**config.mk**
```make
export PLATFORM = sky130hd
export DESIGN_NAME = nn_input_loader
export DESIGN_NICKNAME = d
export VERILOG_FILES = /design/src/rtl/nn_pkg.sv /design/src/rtl/nn_input_loader.sv
export SDC_FILE = /design/constraint.sdc
export NUM_CORES = 1
export LEC_CHECK = 0
export BUFFER_PORTS_ARGS = -buffer_cell sky130_fd_sc_hd__clkbuf_2
export CAP_MARGIN = 20
export CORE_ASPECT_RATIO = 1.75
export CORE_UTILIZATION = 25
export CTS_CLUSTER_SIZE = 30
export DETAILED_ROUTE_END_ITERATION = 10
export GPL_TIMING_DRIVEN = 0
export PLACE_DENSITY_LB_ADDON = 0.12
export SYNTH_ARGS = -nofsm -noshare
export SYNTH_HDL_FRONTEND = slang
export SYNTH_SLANG_ARGS = --single-unit
```
**constraint.sdc**
```tcl
create_clock -name clk_i -period 1.8 [get_ports clk_i]
set_input_delay 0.09 -clock clk_i [delete_from_list [all_inputs] [get_ports clk_i]]
set_output_delay 0.09 -clock clk_i [all_outputs]
set_load 0.01 [all_outputs]
```
**src/rtl/nn_pkg.sv**
```systemverilog
// Shared constants and types for the RAM-based network layer and its front end.
package nn_pkg;

  localparam int NN_DATA_WIDTH  = 8;
  localparam int NN_INPUT_WIDTH = 49;

  typedef enum logic [2:0] {
    LD_LOAD    = 3'd0,
    LD_SKIP    = 3'd1,
    LD_FLUSH   = 3'd2,
    LD_REQ     = 3'd3,
    LD_RELEASE = 3'd4
  } loader_state_e;

endpackage

```
**src/rtl/nn_input_loader.sv**
```systemverilog
// Streams one frame of activations into the layer's input BRAM, then starts the
// layer over a four-phase req/ack handshake. Wrong-length frames are dropped.
module nn_input_loader
  import nn_pkg::*;
#(
  parameter int InputWidth = NN_INPUT_WIDTH,
  parameter int DataWidth  = NN_DATA_WIDTH,
  parameter int AddrWidth  = (InputWidth > 1) ? $clog2(InputWidth) : 1,
  parameter int CountWidth = 16
) (
  input  logic                  clk_i,
  input  logic                  reset_i,
  input  logic                  s_valid_i,
  output logic                  s_ready_o,
  input  logic [DataWidth-1:0]  s_data_i,
  input  logic                  s_last_i,
  output logic                  actv_ram_we_o,
  output logic [AddrWidth-1:0]  actv_ram_addr_o,
  output logic [DataWidth-1:0]  actv_ram_din_o,
  output logic                  nn_req_o,
  input  logic                  nn_ack_i,
  output logic                  busy_o,
  output logic                  frame_done_o,
  output logic                  err_len_o,
  output logic [CountWidth-1:0] frame_count_o
);

  localparam logic [AddrWidth-1:0] LastIdx = AddrWidth'(InputWidth - 1);

  loader_state_e        state_q, state_d;
  logic [AddrWidth-1:0] idx_q, idx_d;
  logic                 accept, wr, err, done;

  assign accept = s_valid_i && s_ready_o;

  always_comb begin
    state_d = state_q;
    idx_d   = idx_q;
    wr      = 1'b0;
    err     = 1'b0;
    done    = 1'b0;
    case (state_q)
      LD_LOAD: begin
        if (accept) begin
          wr = 1'b1;
          if (idx_q == LastIdx) begin
            idx_d = '0;
            if (s_last_i) begin
              state_d = LD_FLUSH;
            end else begin
              err     = 1'b1;
              state_d = LD_SKIP;
            end
          end else if (s_last_i) begin
            // Short frame: partial writes stay in RAM, the layer is never started.
            err   = 1'b1;
            idx_d = '0;
          end else begin
            idx_d = idx_q + AddrWidth'(1);
          end
        end
      end
      LD_SKIP: begin
        if (accept && s_last_i) state_d = LD_LOAD;
      end
      LD_FLUSH: state_d = LD_REQ;
      LD_REQ: begin
        if (nn_ack_i) begin
          state_d = LD_RELEASE;
          done    = 1'b1;
        end
      end
      LD_RELEASE: begin
        if (!nn_ack_i) state_d = LD_LOAD;
      end
      default: state_d = LD_LOAD;
    endcase
  end

  // Outputs are registered from next-state values so each one lines up with the
  // state it describes, without combinational paths to the ports.
  always_ff @(posedge clk_i or negedge reset_i) begin
    if (!reset_i) begin
      state_q         <= LD_LOAD;
      idx_q           <= '0;
      s_ready_o       <= 1'b0;
      busy_o          <= 1'b0;
      nn_req_o        <= 1'b0;
      actv_ram_we_o   <= 1'b0;
      actv_ram_addr_o <= '0;
      actv_ram_din_o  <= '0;
      frame_done_o    <= 1'b0;
      err_len_o       <= 1'b0;
      frame_count_o   <= '0;
    end else begin
      state_q       <= state_d;
      idx_q         <= idx_d;
      s_ready_o     <= (state_d == LD_LOAD) || (state_d == LD_SKIP);
      busy_o        <= !((state_d == LD_LOAD) && (idx_d == '0));
      nn_req_o      <= (state_d == LD_REQ);
      actv_ram_we_o <= wr;
      if (wr) begin
        actv_ram_addr_o <= idx_q;
        actv_ram_din_o  <= s_data_i;
      end
      frame_done_o <= done;
      err_len_o    <= err;
      if (done) frame_count_o <= frame_count_o + CountWidth'(1);
    end
  end

endmodule

```
==> results.py <==
metrics = {
    "yosys": {
        "ys_seq_area_share_pct": 55.7,
        "syn_area_sq_um": 2020,
        "synth.distinct_cells": 42,
        "synthCells": 199,
        "synth.top_cells.by_count": "nand2_1, dfrtp_1, nor2_1",
        "yosysWarningCount": 0,
        "syn-num-nets": 215,
        "synthFlopType": "dfrtp_1",
        "synth_top_cell_area_share_pct": 55.7,
        "yosysMostFrequentCell": "nand2_1",
        "synth_edf_count": 0,
        "avgSynthCellArea_sq_um": 10.2,
        "ys_ff_latch": 45,
        "async_flop_share_pct": 100,
        "synthTopCellsByArea": "dfrtp_1, nand2_1, xnor2_1, xor2_1, o21ai_0",
        "synth_area_leader_cell": "dfrtp_1",
    },
    "worst_setup_path": {
        "crit_path_top_delay_cell": "or3_4",
        "crit_arrival_ps": 2010,
        "crit_required_ps": 2010,
        "cp-end-kind": "flop",
        "cp_max_fo": 7,
        "cpPeakStageDelay_ps": 440,
        "cp-start-kind": "flop",
        "worstSetupPathType": "reg -> reg",
        "cp_common_cell": "buf_6",
        "cp_cell_sequence": "buf_6 > and4b_1 > buf_6 > nand4_2 > or3_4 > nor3_4 > xor2_1",
        "cp_num_buf_inv": 2,
        "crit_family": "simple AND/OR/NAND/NOR gates",
    },
    "clocking": {
        "cts_buffers": 5,
        "clk_latency_ps": 280,
        "path_clk_slew_ps": 60,
        "tritoncts": "built",
        "clkSinkCount": 45,
        "clk_root_buffer_cell": "clkbuf_16",
        "clockBufferDepth": 2,
        "htreeDepth": 2,
    },
    "floorplan": {
        "die_h_um": 121,
        "core_sq_um": 7860,
        "ioPinCount": 49,
        "rows": 43,
        "die-area_sq_um": 8470,
        "start_util_pct": 25.7,
        "die_w_um": 70.0,
    },
    "grt": {
        "track_usage_pct": 12.6,
        "grt_max_degree": 25,
        "grt_pass1_wl_um": 8290,
        "antenna_found_initial": 0,
        "grt.overflow.total": 0,
        "grt_pass1_vias": 1664,
    },
    "pwr": {
        "peakVddDrop_mv": 0.499,
        "p_leak_nw": 1.38,
        "finalPower_mw": 3.07,
        "power_density_nw_per_um2": 1120,
    },
    "min_path": {
        "hold_class": "in -> reg",
    },
    "cells_and_area": {
        "final_nets": 288,
        "diodes": 0,
        "fin_util_pct": 34.9,
        "drive_above_1_share_pct": 32.2,
        "area_delta_synth_final_pct": 35.7,
        "postLayoutCellArea_sq_um": 2740,
    },
    "outcome": {
        "violations": "setup timing",
        "status": "finished, violations left",
    },
    "route": {
        "vias": 1682,
        "wl_um": 4960,
        "drtAntennaViolNets": 0,
        "wire_per_inst_um": 13.7,
        "firstDrtPassIters": 4,
        "via_per_inst": 4.63,
        "drc": 0,
        "first_iter_violations": 92,
    },
    "placement": {
        "dp_hpwl_um": 3600,
        "dpl-instance-area_sq_um": 2400,
        "gp_congestion": 0.694,
        "port_buffers": 48,
    },
    "job": {
        "maxCapViolCount": 0,
    },
    "sta": {
        "fin_crit_sh_pct": 100,
        "fin_crit_ps": 1800,
        "setup_violations": 1,
        "layout_setup_ws_ps": -2.73,
        "worst_slew_pin_slew_ps": 671,
        "slew_violations": 0,
        "fin_skew_ps": 4.38,
        "finalHoldViolCount": 0,
        "max_freq_mhz": 555,
        "max_slew_margin_pct": 55.2,
        "rsz0062_at_grt": "true",
    },
}
-- through the flow --
stage	std cells	hold WS (ps)	worst slack [ps]	setup TNS, ps
after floorplan	199	-206	63.5	0
after global placement	337	284	-242	-437
after detailed placement	338	180	-210	-265
after CTS	360	5.18	-50.5	-119
after global routing	363	10.3	-80.3	-347
final	363	12.2	-2.73	-2.73
-- layer usage --
layer  vias up  global-route usage, %  share of wire (%)
met4         0                   6.63                3.1
met3         9                   2.82                3.5
li1        827                      -                  -
met5         -                      0                  0
met2        37                   22.6                 54
met1       809                   13.6                 39
-- sequential cells by signal (all words and copies together), names as in the netlist --
signal           cells
frame_done_o         1
err_len_o            1
actv_ram_we_o        1
actv_ram_addr_o      6
nn_req_o             1
idx_q                6
s_ready_o            1
busy_o               1
frame_count_o       16
actv_ram_din_o       8
state_q              3
-- cells in the final DEF (no fill, tap or decap), types with 5 or more instances in the layout --
cell           Yosys  final
clkbuf_2           0     49
nand2_1           47     47
dfrtp_1           45     42
o21ai_0           10     10
xnor2_1           10     10
buf_4              1      9
nor2_1            11      8
dlygate4sd3_1      0      8
inv_1              6      6
nand3_1            6      6
xor2_1             6      6
and3_1             6      5
nand4_1            5      5
clkbuf_16          0      5
-- repair_timing --
item	in CTS	in global routing
setup endpoints to repair	10	25
resized for setup	11	10
buffers inserted	6	4
pin swaps	8	5
hold buffers	8	0
gates cloned	0	0
endpoints found under the hold margin	30	0
-- worst register-to-register path, stage by stage, from the launching register on --
cell,delay [ps]
dfrtp_1,400
buf_6,140
and4b_1,250
buf_6,110
nand4_2,100
or3_4,440
nor3_4,140
xor2_1,150
-- logic make-up after synthesis --
group,after synthesis,share of synthesized area [%]
simple gates,90,22.0
flops,45,55.7
fa+ha+maj,3,1.86
xor+xnor,16,6.93
buf+inv,14,2.91
mux,2,1.05
compound gates,29,9.53
-- cell type report --
cell class                 count  area, sq um
fill                         842         5110
sequential                    45         1130
multi-input combinational    140          876
timing repair buffer          67          427
clock buffer                   6          129
tap                           90          113
buffer                         6         32.5
inverter                       7         27.5
clock inverter                 2         10.0
-- report_power, final --
group	switching, mW	internal (mW)	total (mW)
combinational	0.489	0.381	0.870
clock	0.380	0.510	0.891
sequential	0.119	1.19	1.31
total	0.988	2.09	3.07
-- path summary, 6_finish.rpt --
kind / startpoint / slack, ps / cells after the start / to
max in group asynchronous: reset_i / 880 / 3 / actv_ram_we_o
setup / recovery: state_q[2] / -3 / 7 / frame_count_o[15]
min in group asynchronous: reset_i / 370 / 2 / frame_count_o[4]
setup reg to reg: state_q[2] / -3 / 7 / frame_count_o[15]
hold / removal: s_data_i[7] / 10 / 3 / actv_ram_din_o[7]
hold reg to reg: frame_count_o[15] / 470 / 1 / frame_count_o[15]
Note: power is estimated with default switching activity, not from simulation.
